<file path="config.mk">
export PLATFORM = sky130hd
export DESIGN_NAME = abs_diff_scan
export DESIGN_NICKNAME = d
export VERILOG_FILES = /design/src/rtl/abs_diff_pkg.sv /design/src/rtl/abs_diff_unit.sv /design/src/rtl/abs_diff_scan.sv
export SDC_FILE = /design/constraint.sdc
export NUM_CORES = 1
export LEC_CHECK = 0
export ABC_AREA = 0
export BUFFER_PORTS_ARGS = -buffer_cell sky130_fd_sc_hd__buf_2
export CAP_MARGIN = 0
export CORE_ASPECT_RATIO = 0.6
export CORE_MARGIN = 8
export CORE_UTILIZATION = 55
export CTS_CLUSTER_SIZE = 25
export DETAILED_ROUTE_END_ITERATION = 16
export PLACE_DENSITY_LB_ADDON = 0.08
export SYNTH_ARGS = -nofsm -noshare
export SYNTH_HDL_FRONTEND = slang
export SYNTH_SLANG_ARGS = --single-unit
</file>
<file path="constraint.sdc">
create_clock -name clk -period 7.99 [get_ports clk]
set_clock_uncertainty 0.1 [all_clocks]
set_input_delay 0.3995 -clock clk [delete_from_list [all_inputs] [get_ports clk]]
set_output_delay 0.3995 -clock clk [all_outputs]
set_load 0.01 [all_outputs]
</file>
<file path="src/rtl/abs_diff_pkg.sv">
// rtl/abs_diff_pkg.sv - shared types and |x-y| helper for the abs-diff blocks
//
// Purpose:
//   Holds the scan FSM state type and the fixed-width absolute-difference
//   function that the LED display top also uses.
// Contents:
//   state_t   - IDLE / RUN / DONE, 2-bit encoding
//   LED_W     - operand width of the LED display path
//   abs_diff  - returns {sign, diff}; sign = 1 when x < y
package abs_diff_pkg;

  typedef enum logic [1:0] {
    IDLE = 2'd0,
    RUN  = 2'd1,
    DONE = 2'd2
  } state_t;

  localparam int LED_W = 5;

  function automatic logic [LED_W:0] abs_diff(input logic [LED_W-1:0] x,
                                               input logic [LED_W-1:0] y);
    logic [LED_W-1:0] d;
    // Subtract the smaller from the larger so the result never wraps.
    d = (x > y) ? (x - y) : (y - x);
    return {(x < y), d};
  endfunction

endpackage

</file>
<file path="src/rtl/abs_diff_unit.sv">
// rtl/abs_diff_unit.sv - combinational W-bit absolute difference with sign
//
// Purpose:
//   Computes |x-y| and the direction flag for one channel. The scan top
//   time-shares a single instance across all channels.
// Ports:
//   i_x, i_y  - unsigned W-bit operands
//   o_diff    - |i_x - i_y|, W bits, cannot overflow
//   o_sign    - 1 when i_x < i_y (equal operands give 0)
module abs_diff_unit
  import abs_diff_pkg::*;
#(
  parameter int W = 5
) (
  input  logic [W-1:0] i_x,
  input  logic [W-1:0] i_y,
  output logic [W-1:0] o_diff,
  output logic         o_sign
);

  generate
    if (W == LED_W) begin : g_shared
      // Same width as the LED path: reuse the package function so both
      // blocks agree bit-for-bit.
      logic [W:0] w_res;
      assign w_res  = abs_diff(i_x, i_y);
      assign o_sign = w_res[W];
      assign o_diff = w_res[W-1:0];
    end else begin : g_generic
      assign o_diff = (i_x > i_y) ? (i_x - i_y) : (i_y - i_x);
      assign o_sign = (i_x < i_y);
    end
  endgenerate

endmodule

</file>
<file path="src/rtl/abs_diff_scan.sv">
// rtl/abs_diff_scan.sv - time-multiplexed N-channel |x-y| scanner with aggregates
//
// Purpose:
//   Accepts N operand pairs plus a threshold, walks the channels one per
//   clock through a shared abs_diff_unit, and presents per-channel
//   differences/signs together with the sum, arg-max and over-threshold count.
// Ports:
//   clk, rst              - clock, synchronous active-high reset
//   in_valid / in_ready   - operand handshake (ready only in IDLE)
//   x_in, y_in            - N*W packed operands, channel k at [k*W +: W]
//   thresh                - threshold, captured with the operands
//   out_valid / out_ready - result handshake
//   diff_out, sign_out    - per-channel |x-y| and (x<y) flags
//   sum_out               - sum of all channel differences
//   max_idx               - channel of largest difference, lowest on tie
//   over_cnt              - channels whose difference is strictly > thresh
//   busy                  - high whenever the FSM is not IDLE
module abs_diff_scan
  import abs_diff_pkg::*;
#(
  parameter int W     = 5,
  parameter int N     = 4,
  parameter int ACC_W = W + $clog2(N) + 1,
  parameter int CNT_W = $clog2(N + 1)
) (
  input  logic             clk,
  input  logic             rst,
  input  logic             in_valid,
  output logic             in_ready,
  input  logic [N*W-1:0]   x_in,
  input  logic [N*W-1:0]   y_in,
  input  logic [W-1:0]     thresh,
  output logic             out_valid,
  input  logic             out_ready,
  output logic [N*W-1:0]   diff_out,
  output logic [N-1:0]     sign_out,
  output logic [ACC_W-1:0] sum_out,
  output logic [CNT_W-1:0] max_idx,
  output logic [CNT_W-1:0] over_cnt,
  output logic             busy
);

  // Channel counter only needs to address 0..N-1.
  localparam int CH_W = (N > 1) ? $clog2(N) : 1;

  state_t           r_state;
  state_t           w_state_next;

  logic [W-1:0]     r_x [N];
  logic [W-1:0]     r_y [N];
  logic [W-1:0]     r_thresh;
  logic [CH_W-1:0]  r_ch;
  logic [W-1:0]     r_max;

  logic             r_out_valid;
  logic [N*W-1:0]   r_diff;
  logic [N-1:0]     r_sign;
  logic [ACC_W-1:0] r_sum;
  logic [CNT_W-1:0] r_max_idx;
  logic [CNT_W-1:0] r_over_cnt;

  logic             w_accept;
  logic             w_last;
  logic [W-1:0]     w_diff;
  logic             w_sign;
  logic             w_over;
  logic             w_new_max;

  assign w_accept  = in_valid && in_ready;
  assign w_last    = (r_ch == CH_W'(N - 1));
  assign w_over    = (w_diff > r_thresh);
  // Channel 0 seeds the running max; later channels need a strict win so
  // ties stay with the lower index.
  assign w_new_max = (r_ch == '0) || (w_diff > r_max);

  abs_diff_unit #(
    .W (W)
  ) u_abs_diff_unit (
    .i_x    (r_x[r_ch]),
    .i_y    (r_y[r_ch]),
    .o_diff (w_diff),
    .o_sign (w_sign)
  );

  // FSM: state register
  always_ff @(posedge clk) begin
    if (rst) begin
      r_state <= IDLE;
    end else begin
      r_state <= w_state_next;
    end
  end

  // FSM: next-state logic
  always_comb begin
    w_state_next = r_state;
    case (r_state)
      IDLE:    if (w_accept)  w_state_next = RUN;
      RUN:     if (w_last)    w_state_next = DONE;
      DONE:    if (out_ready) w_state_next = IDLE;
      default:                w_state_next = IDLE;
    endcase
  end

  // FSM: outputs
  always_comb begin
    in_ready = 1'b0;
    busy     = 1'b1;
    if (r_state == IDLE) begin
      in_ready = 1'b1;
      busy     = 1'b0;
    end
  end

  // Datapath: operand capture, per-channel writes and accumulators
  always_ff @(posedge clk) begin
    if (rst) begin
      for (int k = 0; k < N; k++) begin
        r_x[k] <= '0;
        r_y[k] <= '0;
      end
      r_thresh    <= '0;
      r_ch        <= '0;
      r_max       <= '0;
      r_out_valid <= 1'b0;
      r_diff      <= '0;
      r_sign      <= '0;
      r_sum       <= '0;
      r_max_idx   <= '0;
      r_over_cnt  <= '0;
    end else begin
      case (r_state)
        IDLE: begin
          if (w_accept) begin
            for (int k = 0; k < N; k++) begin
              r_x[k] <= x_in[k*W +: W];
              r_y[k] <= y_in[k*W +: W];
            end
            r_thresh   <= thresh;
            r_ch       <= '0;
            r_max      <= '0;
            r_diff     <= '0;
            r_sign     <= '0;
            r_sum      <= '0;
            r_max_idx  <= '0;
            r_over_cnt <= '0;
          end
        end
        RUN: begin
          for (int k = 0; k < N; k++) begin
            if (r_ch == CH_W'(k)) begin
              r_diff[k*W +: W] <= w_diff;
              r_sign[k]        <= w_sign;
            end
          end
          r_sum      <= r_sum + ACC_W'(w_diff);
          r_over_cnt <= r_over_cnt + CNT_W'(w_over);
          if (w_new_max) begin
            r_max     <= w_diff;
            r_max_idx <= CNT_W'(r_ch);
          end
          if (w_last) begin
            r_out_valid <= 1'b1;
          end else begin
            r_ch <= r_ch + CH_W'(1);
          end
        end
        DONE: begin
          // Results stay put after the handshake until the next accept.
          if (out_ready) begin
            r_out_valid <= 1'b0;
          end
        end
        default: begin
        end
      endcase
    end
  end

  assign out_valid = r_out_valid;
  assign diff_out  = r_diff;
  assign sign_out  = r_sign;
  assign sum_out   = r_sum;
  assign max_idx   = r_max_idx;
  assign over_cnt  = r_over_cnt;

endmodule

</file>
Word-level counts from Yosys, hierarchy flattened
Memories as Yosys holds them, arrays and structs flattened. A register that Yosys moved wholly into a read port is not among the register bits.
Index checks and enable logic that the tools add are counted.

cells by class
  bitwise logic cells = 8
  shift operators = 0
  divide/modulo/power cells = 0
  reductions and logical operators = 16
  eq/ne operators = 13
  $lt $le $gt $ge = 4
  add/sub/neg operators = 5
  multiplexer cells = 52
  multipliers = 0

operator list
  cell                number
  $mux 5              15
  $pmux 20 s2         1
  $reduce_and 3->1    8
  $mux 20             1
  $mux 2              9
  $ne 2x2->1 const B  8
  $pmux 8 s2          1
  $gt 5x5->1          3
  $mux 1              14
  $pmux 3 s2          2
  $pmux 5 s2          1
  $sub 5x5->5         2
  $add 8x5->8         1
  $mux 8              1
  $or 1x1->1          8
  $pmux 4 s2          1
  $eq 2x2->1 const B  3
  $mux 3              2
  $pmux 2 s3          1
  $lt 5x5->1          1
  $eq 2x1->1 const B  2
  $logic_not 2->1     2
  $mux 4              1
  $pmux 2 s2          1
  other kinds (7)     9

storage, ports and cells
  output and inout bits = 41
  latch bits = 0
  memory bits (writable) = 40
  input port bits = 49
  bits in read-only memories = 0
  bits in registers = 53
  memories kept = 2

memories
  memory  depth  bits a word  read ports  clocked after memory_dff  write ports  line                 RTL
  r_x     4      5            1           1                         4            abs_diff_scan.sv:49  logic [W-1:0] r_x [N];
  r_y     4      5            1           1                         4            abs_diff_scan.sv:50  logic [W-1:0] r_y [N];

Longest topological paths before layout
Gate-level depths: netlist (run 1).

  word-level depth = 8
  gate-level depth with buffers = 22
  gate-level depth less buffers = 20

By module
From an unflattened synthesis (run 1), not the netlist that was laid out.

unflattened totals
  cells, all modules = 434
  area, all modules = 4725.8 um^2

modules (own cells, without submodules)
  module         instances  cells each  area an instance (um^2)
  abs_diff_scan  1          381         4311.6
  abs_diff_unit  1          53          414.1

Least setup slack after synthesis (run 1)
OpenSTA, ideal clock, no wires.

  kind = flip-flop to flip-flop
  from = register (tool-made name)
  to = register r_over_cnt[1], in the netlist over_cnt[1]
  data arrival time = 4.023 ns
  setup time = 0.128 ns
  setup slack = 3.740 ns
  stages on the path, launching flop included = 20
  period minus slack after synthesis = 4.250 ns
  path through = dfxtp_1 buf_2 mux4_2 ha_1 and3_2 o21ai_2 a21oi_4 mux2i_1 xor2_1 inv_1 ha_1 o21a_1 o21ai_0 nand2b_1 a21oi_1 a31oi_1 ha_1 ha_1 a22oi_1 nor2_1

RTL lines
  item                  line                  RTL
  end signal, assigned  abs_diff_scan.sv:157  r_over_cnt <= r_over_cnt + CNT_W'(w_over);
  end, declared         abs_diff_scan.sv:60   logic [CNT_W-1:0] r_over_cnt;

==> flow_summary.toml, run 1 <==
[cells_and_area]
nNetsFinal = 607
fin_cells = 642
fillers = 707
final_layout_size_suffix_gt1_share_pct = 24.2
syn2layout_area_growth_pct = 16.0
final_util_pct = 65.1
antenna_cells = 0
final_area_sq_um = 5490

[logic_synthesis]
synth_nets = 527
ys_seq_elements = 94
yosys_warnings = 0
synth_edf_count = 40
syn_inst = 445
synth_area_per_cell_sq_um = 10.6
ys_types = 52
synthFlopType = "dfxtp_1"
netlist_area_sq_um = 4730
yosysSeqAreaShare_pct = 48.2
synthArstFlopShare_pct = 0

[clock_tree]
clock_sinks = 94
cts_max_level = 3
clockBufferDepth = 2
cts_tree = "done"
clkSlewWorstSetupHoldPaths_ps = 60
cts_resized = 0
ctsHoldBuffers = 0
cts_setup_buffers = 0
worstSkewPairLatency_ps = 340
cts_buffers = 9
cts_root_buf = "clkbuf_16"

[worst_setup_path]
critical_path_class = "register to register"
start_kind = "register"
rrSetupSlack_ps = 2760
worst_setup_path_end_kind = "register"
r2r_end = "over_cnt[1]"
worstPathMaxFanout = 10
required_ps = 8070
worstPathArrival_ps = 5310
rr_worst_depth = 18

[place]
dp_cells = 626
port_buffers = 88
place_congestion = 0.954
pre_cts_ws_ps = 2770
place_area_sq_um = 5170
dp_hpwl_um = 8440

[sta]
rsz0062_at_grt = "no"
slew-limit-headroom_pct = 32.2
max_clock_freq_ghz = 0.191
finalWorstSetupSlack_ps = 2760
fin_crit_ps = 5230
finalCritPeriodShare_pct = 65.4
tns_ps = 0
slew_violations = 0
hold_viol = 0
worst_pin_slew_ps = 1020
setup_viol = 0

[flow_run]
cap_violations = 0

[global_routing]
grt_pass1_vias = 3425
antenna_found_initial = 0
grt_use_total_pct = 19.0
busiest_layer = "met2"
use_met2_pct = 27.5
grt_max_degree = 63
overflow = 0
grt_pass1_wl_um = 17400
met3_usage_pct = 6.13
met1_usage_pct = 26.2

[routing]
drc_errors = 0
drt_iter0_drc = 283
drtPass1Iterations = 5
wl_per_cell_um = 17.2
via_per_inst = 5.36
vias = 3444
routed_wl_um = 11100
ant_nets = 0

[outcome]
status = "finished, final reports clean"

[pwr]
ir_drop_mv = 0.122
cellPowerDensity_nw_per_um2 = 256
leakage_nw = 2.37

[floorplan]
fp.dieW_um = 136
initial_core_util_pct = 56.1
die-area_sq_um = 11900
rows = 26
die-height_um = 87.8
ios = 90
core_sq_um = 8430

[min_path]
hold_end = "r_thresh[3]"
hp-start = "thresh[3]"
hold_class = "input pin to register"
min_path_cells = 3
## per-layer routing
metal | wire length (um) | part of all wire (%)
met5 | 0 | 0
met3 | 830 | 7.5
met1 | 5390 | 49
met4 | 109 | 0.99
met2 | 4730 | 43
## worst max-delay path by stage
| stage | start | end | slack, ps |
|---|---|---|---|
| after floorplan | register | over_cnt[1] | 3740 |
| after global placement | register | over_cnt[1] | 2860 |
| after detailed placement | register | over_cnt[1] | 2770 |
| after CTS | register | over_cnt[1] | 2730 |
| after global routing | register | over_cnt[1] | 2290 |
| final | register | over_cnt[1] | 2760 |
## area by class of cell
class                   count  area, sq um  share of cell area (%)
flip-flops and latches     94         2280                    41.6
multi-input cells         297         2170                    39.5
repair buffers             90          455                    8.30
clock buffers              11          243                    4.42
well taps                 112          140                    2.55
inverters                  33          124                    2.26
clock inverters             5         72.6                    1.32
## critical path: stages, from the launching register on
cell      delay, ps
dfxtp_1         760
mux4_2          610
ha_1            430
and3_2          240
o21ai_2          80
a21oi_4         240
mux2i_1         240
xor2_1          550
inv_1           270
ha_1            350
o21a_1          100
o21ai_0         140
nand2b_1         70
a21oi_1         130
a31oi_1          60
ha_1            190
ha_1            270
a22oi_1         160
nor2_1           70
## cell usage after synthesis (3+ instances only)
cell | number | area [sq um]
o21ai_0 | 15 | 75.1
nor2_1 | 31 | 116
nand2b_1 | 6 | 37.5
nor2b_1 | 6 | 37.5
edfxtp_1 | 40 | 1200
ha_1 | 30 | 375
clkbuf_1 | 10 | 37.5
a21oi_1 | 33 | 165
nor3_1 | 3 | 15.0
fa_1 | 3 | 60.1
o31ai_1 | 14 | 105
mux2_2 | 3 | 33.8
inv_1 | 33 | 124
dfxtp_1 | 54 | 1080
clkbuf_8 | 3 | 41.3
a32oi_1 | 5 | 43.8
mux4_2 | 10 | 225
nand2_1 | 37 | 139
nand3b_1 | 13 | 97.6
and2_1 | 41 | 257
nand3_1 | 7 | 35.0
a21o_1 | 3 | 22.5
a22oi_1 | 5 | 37.5
buf_2 | 3 | 15.0
## placed cells by master (no fill, tap or decap), types with 6 or more instances in the layout
cell | netlist | final
a21oi_1 | 33 | 33
and2_1 | 41 | 41
buf_2 | 3 | 88
clkbuf_16 | 0 | 9
dfxtp_1 | 54 | 54
edfxtp_1 | 40 | 40
ha_1 | 30 | 30
inv_1 | 33 | 33
mux4_2 | 10 | 10
nand2_1 | 37 | 37
nand3_1 | 7 | 7
nand3b_1 | 13 | 13
nor2_1 | 31 | 31
nor2b_1 | 6 | 6
o21ai_0 | 15 | 15
o31ai_1 | 14 | 14
## flip-flops by register name, indices dropped and copies added, names as in the netlist, named ones only
signal,count
max_idx,2
r_ch,2
r_state,2
sum_out,8
r_max,5
diff_out,20
over_cnt,3
r_x,20
sign_out,4
r_thresh,5
r_y,20
out_valid,1
## kinds of logic after synthesis
logic type | after synthesis | synth area share [%]
AO/OA/AOI/OAI | 90 | 12.6
adder cells (fa/ha/maj) | 33 | 9.20
flip-flops | 94 | 48.2
AND/OR/NAND/NOR | 153 | 16.8
buffers and inverters | 54 | 5.95
XOR/XNOR | 4 | 0.899
multiplexers | 16 | 6.19
other | 1 | 0.0793
## stage by stage
stage / hold slack, ps / power [W]
floorplan: 325 / 0.000851
global placement: 340 / 0.000948
detailed placement: 350 / 0.000960
CTS: 185 / 0.00141
global route: 201 / 0.00148
finish: 198 / 0.00140
## report_power, final
part / switching, W / internal (W)
sequential: 0.0000240 / 0.000540
clock: 0.000173 / 0.000280
combinational: 0.000229 / 0.000158
total: 0.000426 / 0.000978
(Power assumes the default switching activity.)
==> run 2: changes to the inputs <==
--- a/config.mk
+++ b/config.mk
@@ -5,7 +5,7 @@
 export SDC_FILE = /design/constraint.sdc
 export NUM_CORES = 1
 export LEC_CHECK = 0
-export ABC_AREA = 0
+export ABC_AREA = 1
 export BUFFER_PORTS_ARGS = -buffer_cell sky130_fd_sc_hd__buf_2
 export CAP_MARGIN = 0
 export CORE_ASPECT_RATIO = 0.6
==> constraint.sdc (replaced) <==
create_clock -name clk -period 4.9 [get_ports clk]
set_clock_uncertainty 0.1 [all_clocks]
set_input_delay 0.245 -clock clk [delete_from_list [all_inputs] [get_ports clk]]
set_output_delay 0.245 -clock clk [all_outputs]
set_load 0.01 [all_outputs]
==> run 2 against run 1 <==
Sequential share of layout area shrank 1.8 points. Worst hold slack got worse by 150 ps. Non-clock buffer count rose by 1. Synthesized cell count is 32% higher. Cell count is 22% higher. Area after synthesis grew 4.9%. Clock power rose by 58%. Routed wire length rose by 9.2%. Critical path type unchanged.
==> flow_summary.toml, run 2 <==
[routing]
wl_per_cell_um = 15.4
drtPass1Iterations = 5
ant_nets = 0
via_per_inst = 5.22
drt_iter0_drc = 341
vias = 4091
routed_wl_um = 12100
drc_errors = 0

[sta]
hold_viol = 0
fin_crit_ps = 4400
slew_violations = 0
max_clock_freq_ghz = 0.227
tns_ps = 0
worst_pin_slew_ps = 958
finalCritPeriodShare_pct = 89.9
hold_ws_ps = 46.0
slew-limit-headroom_pct = 36.0
setup_viol = 0
rsz0062_at_grt = "no"

[clock_tree]
clockBufferDepth = 2
cts_buffers = 9
worstSkewPairLatency_ps = 350
cts_max_level = 3
ctsHoldBuffers = 0
cts_tree = "done"
cts_root_buf = "clkbuf_16"
clock_sinks = 94
cts_setup_buffers = 0
cts_resized = 0
clkSlewWorstSetupHoldPaths_ps = 70

[pwr]
p_int_w = 0.00167
leakage_nw = 2.71
switchingPower_w = 0.00106
cellPowerDensity_nw_per_um2 = 476
power_frac_comb_pct = 39.2
ir_drop_mv = 0.203
clkPwrFrac_pct = 26.2
p_total_w = 0.00273
switching_share_pct = 39.0
p_seq_share_pct = 34.6

[logic_synthesis]
synth_area_per_cell_sq_um = 8.43
synth_area_leaders = "edfxtp_1, dfxtp_1, nand2_1"
yosysMostFrequentCell = "nand2_1"
yosysSeqAreaShare_pct = 46.0
synthFlopType = "dfxtp_1"
synth_nets = 671
synth_common_cells = "nand2_1, inv_1, a21oi_1, dfxtp_1, nor2_1"
yosys.area.top_type_share_pct = 24.2
yosys_warnings = 0
syn_inst = 589
post-synth-top-area-cell = "edfxtp_1"
synth_edf_count = 40
netlist_area_sq_um = 4960
ys_seq_elements = 94
ys_types = 44
synthArstFlopShare_pct = 0

[floorplan]
initial_core_util_pct = 57.4
fp.dieW_um = 139
die-area_sq_um = 12400
core_sq_um = 8650
rows = 26
die-height_um = 89.6
ios = 90

[global_routing]
overflow = 0
grt_use_total_pct = 19.9
grt_pass1_wl_um = 19600
antenna_found_initial = 0
grt_max_degree = 45
grt_pass1_vias = 3991

[place]
dp_hpwl_um = 9110
place_congestion = 0.867
port_buffers = 88
dp_cells = 768

[worst_setup_path]
start_kind = "register"
required_ps = 5060
worstPathMaxFanout = 19
rr_worst_depth = 20
worstPathArrival_ps = 4560
worst_setup_path_end_kind = "register"
critical_path_class = "register to register"

[cells_and_area]
layout_common_cells = "nand2_1, buf_2, inv_1"
final_util_pct = 66.3
layout_commonest_cell = "nand2_1"
fillers = 730
nNetsFinal = 749
antenna_cells = 0
fin_cells = 784
syn2layout_area_growth_pct = 15.5
final_layout_size_suffix_gt1_share_pct = 21.7

[flow_run]
cap_violations = 0

[outcome]
status = "finished, final reports clean"

[min_path]
hold_class = "input pin to register"
min_path_cells = 3
==> run 2: cell types whose count changed in the layout (fill, tap and decap cells not counted), moves of 6 or more <==
cell / previous run / this run
and2_1: 41 / 2
mux4_2: 10 / 0
nand2_2: 0 / 8
nor2b_1: 6 / 0
nor2_1: 31 / 52
nand3b_1: 13 / 0
nand3_1: 7 / 28
inv_2: 0 / 8
inv_1: 33 / 86
a21oi_1: 33 / 64
o31ai_1: 14 / 1
nand2_1: 37 / 115
nand4_1: 0 / 12
==> run 2: worst paths after layout <==
path / slack (ps) / end / startpoint
hold reg to reg: 360 / diff_out[0] / diff_out[0]
setup reg to reg: 500 / over_cnt[2] / register
setup / recovery: 500 / over_cnt[2] / register
hold / removal: 50 / r_thresh[2] / thresh[2]
==> run 2: per-layer routing <==
layer / track usage (%) / share of wire (%)
met1: 27.0 / 50
met2: 30.0 / 42
met3: 6.65 / 7.4
met4: 5.04 / 0.74
met5: 0 / 0
==> run 2: cell type report <==
class                   count  area, sq um  area share (%)
clock buffers               9          225            3.93
clock inverters             7         80.1            1.40
inverters                  98          373            6.50
multi-input cells         373         2170            37.9
flip-flops and latches     94         2280            39.8
well taps                 112          140            2.44
repair buffers             91          463            8.07
==> run 2: critical path: stages, from the launching register on <==
cell and delay [ps]:
dfxtp_1 330, clkinv_1 400, a32oi_1 590, ha_1 430, nand2_1 120, nand2_1 120, nand2_2 100, nand3_4 120
nand2_4 120, nand2_1 140, and2_1 230, ha_1 310, nand2_1 90, nor3_1 190, nor2_1 70, a21oi_1 120
ha_1 160, ha_1 150, nand2_1 50, a21boi_0 150, a311oi_1 190
==> run 2: per-stage QoR <==
stage	area [sq um]	setup WS, ps
6_report	5730	497
3_5_place_dp	5430	587
5_1_grt	5730	199
2_1_floorplan	4960	1220
3_3_place_gp	5430	799
4_1_cts	5730	578
==> run 2: power by group through the flow <==
stage,registers (W),logic (W),clock network (W)
3_5_place_dp,0.000959,0.00106,0
5_1_grt,0.000951,0.00121,0.000761
6_report,0.000945,0.00107,0.000716
3_3_place_gp,0.000959,0.00102,0
2_1_floorplan,0.000963,0.000778,0
4_1_cts,0.000943,0.00106,0.000729
==> run 2: logic make-up (layout without fill, tap and decap cells) <==
| group | Yosys count | count (layout) | synth area share [%] |
|---|---|---|---|
| compound gates | 100 | 100 | 11.4 |
| simple gates | 236 | 236 | 23.0 |
| other cells | 1 | 1 | 0.0755 |
| flops | 94 | 94 | 46.0 |
| buf+inv | 122 | 205 | 10.3 |
| fa+ha+maj | 33 | 33 | 8.77 |
| xor+xnor | 3 | 3 | 0.529 |
==> run 3: changes to the inputs <==
--- a/config.mk
+++ b/config.mk
@@ -6,13 +6,13 @@
 export NUM_CORES = 1
 export LEC_CHECK = 0
 export ABC_AREA = 1
-export BUFFER_PORTS_ARGS = -buffer_cell sky130_fd_sc_hd__buf_2
 export CAP_MARGIN = 0
 export CORE_ASPECT_RATIO = 0.6
 export CORE_MARGIN = 8
 export CORE_UTILIZATION = 55
 export CTS_CLUSTER_SIZE = 25
 export DETAILED_ROUTE_END_ITERATION = 16
+export DONT_BUFFER_PORTS = 1
 export PLACE_DENSITY_LB_ADDON = 0.08
 export SYNTH_ARGS = -nofsm -noshare
 export SYNTH_HDL_FRONTEND = slang
==> run 3 against run 2 <==
Clock-buffer cell count up 3. Design area down 6.9%. Sequential power rose by 2.4%. Worst hold slack worse by 34 ps. Flip-flop and latch count is the same. Largest cell class unchanged.
==> flow_summary.toml, run 3 (synthesized netlist as in run 2, its figures left out) <==
[pwr]
switchingPower_w = 0.00103
p_total_w = 0.00262
power_frac_comb_pct = 38.8
ir_drop_mv = 0.219
cellPowerDensity_nw_per_um2 = 491
p_int_w = 0.00159
leakage_nw = 2.33
switching_share_pct = 39.2
clkPwrFrac_pct = 24.3
p_seq_share_pct = 36.9

[cells_and_area]
syn2layout_area_growth_pct = 7.48
fillers = 772
regArea_sq_um = 2280
layout_commonest_cell = "nand2_1"
final_util_pct = 61.7
multi_input_area_sq_um = 2170
antenna_cells = 0
final_layout_size_suffix_gt1_share_pct = 9.64
final_area_sq_um = 5340
nNetsFinal = 668
layout_common_cells = "nand2_1, inv_1, a21oi_1"

[worst_setup_path]
r2r_end = "over_cnt[2]"
rr_worst_depth = 20
worst_setup_path_end_kind = "register"
worstPathMaxFanout = 19
cpMostUsedCell = "nand2_1"
critical_path_class = "register to register"
required_ps = 5060
rrSetupSlack_ps = 550
worstPathArrival_ps = 4500
cp_cell_sequence = "clkinv_1, a32oi_1, ha_1, nand2_1, nand2_1, nand2_2, nand3_4, nand2_4, nand2_1, and2_1, ha_1, nand2_1, o21ai_0, nor2_1, a21oi_1, ha_1, ha_1, nand2_1, a21boi_0, a311oi_1"
slowest_delay_ps = 550
start_kind = "register"
critPathSlowestCell = "a32oi_1"

[sta]
slew-limit-headroom_pct = 33.9
setup_viol = 0
hold_viol = 0
fin_crit_ps = 4350
finalCritPeriodShare_pct = 88.7
slew_violations = 0
max_clock_freq_ghz = 0.230
worst_pin_slew_ps = 989
rsz0062_at_grt = "no"
finalWorstSetupSlack_ps = 555
tns_ps = 0

[floorplan]
rows = 26
ios = 90
initial_core_util_pct = 57.4
core_sq_um = 8650
fp.dieW_um = 139
die-height_um = 89.6
die-area_sq_um = 12400

[global_routing]
grt_pass1_wl_um = 18800
antenna_found_initial = 0
overflow = 0
grt_pass1_vias = 3693
grt_use_total_pct = 19.4
grt_max_degree = 45

[clock_tree]
clock_sinks = 94
clockBufferDepth = 2
clkSlewWorstSetupHoldPaths_ps = 60
cts_setup_buffers = 0
worstSkewPairLatency_ps = 340
cts_root_buf = "clkbuf_16"
cts_resized = 0
cts_tree = "done"
cts_max_level = 3
cts_buffers = 9

[place]
dp_hpwl_um = 8830
place_congestion = 0.854
pre_cts_ws_ps = 651
port_buffers = 0
place_area_sq_um = 5000

[routing]
via_per_inst = 5.46
wl_per_cell_um = 16.6
drt_iter0_drc = 281
vias = 3840
routed_wl_um = 11700
ant_nets = 0
drc_errors = 0
drtPass1Iterations = 5

[outcome]
status = "finished, final reports clean"

[min_path]
hp-start = "y_in[5]"
hold_end = "r_y[1][0]"
hold_class = "input pin to register"
min_path_cells = 2

[flow_run]
cap_violations = 0
==> run 3: cell types whose count changed in the layout (fill, tap and decap cells not counted), sizes merged <==
cell / before / now
buf: 91 / 5
bufinv: 1 / 0
clkbuf: 9 / 12
dlygate4sd3: 0 / 5
inv: 98 / 96
==> run 3: layout make-up <==
class | count | share of cell area, %
inverter | 98 | 6.99
sequential | 94 | 42.8
multi-input combinational | 373 | 40.7
tap | 112 | 2.63
timing repair buffer | 10 | 1.88
clock inverter | 4 | 0.633
clock buffer | 12 | 4.43
==> run 3: how the worst max path moves through the flow <==
stage	from	endpoint	slack (ps)
after floorplan	register	over_cnt[2]	1220
after global placement	register	over_cnt[2]	810
after detailed placement	register	over_cnt[2]	650
after CTS	register	over_cnt[2]	620
after global routing	register	over_cnt[2]	210
final	register	over_cnt[2]	550
==> run 3: per-layer routing <==
layer	routed length, um	global-route usage, %
met4	95	5.24
met1	5750	26.4
met3	994	7.39
met2	4830	28.2
met5	0	0
==> run 3: critical path: cells and delay by family (launching register included) <==
kind | cells | cell delay (ps)
AO/OA/AOI/OAI | 5 | 1190
adder cells (fa/ha/maj) | 4 | 1060
buffers and inverters | 1 | 380
flip-flops | 1 | 340
AND/OR/NAND/NOR | 10 | 1180
==> run 3: timing repair <==
action / 4_1_cts / 5_1_grt
hold endpoints to repair: 46 / 0
endpoints found under the setup margin: 0 / 0
hold buffers: 6 / 0
==> run 3: through the flow <==
stage,instances,hold slack (ps)
floorplan,589,284
global placement,681,219
detailed placement,681,223
CTS,703,1.66
global route,703,4.60
finish,703,12.1
==> run 3: power groups by stage <==
stage,Sequential [W],Clock (W),Combinational [W]
final,0.000968,0.000637,0.00102
after detailed placement,0.000986,0,0.000992
after global routing,0.000978,0.000682,0.00116
after CTS,0.000969,0.000650,0.00101
after global placement,0.000985,0,0.000959
after floorplan,0.000963,0,0.000778
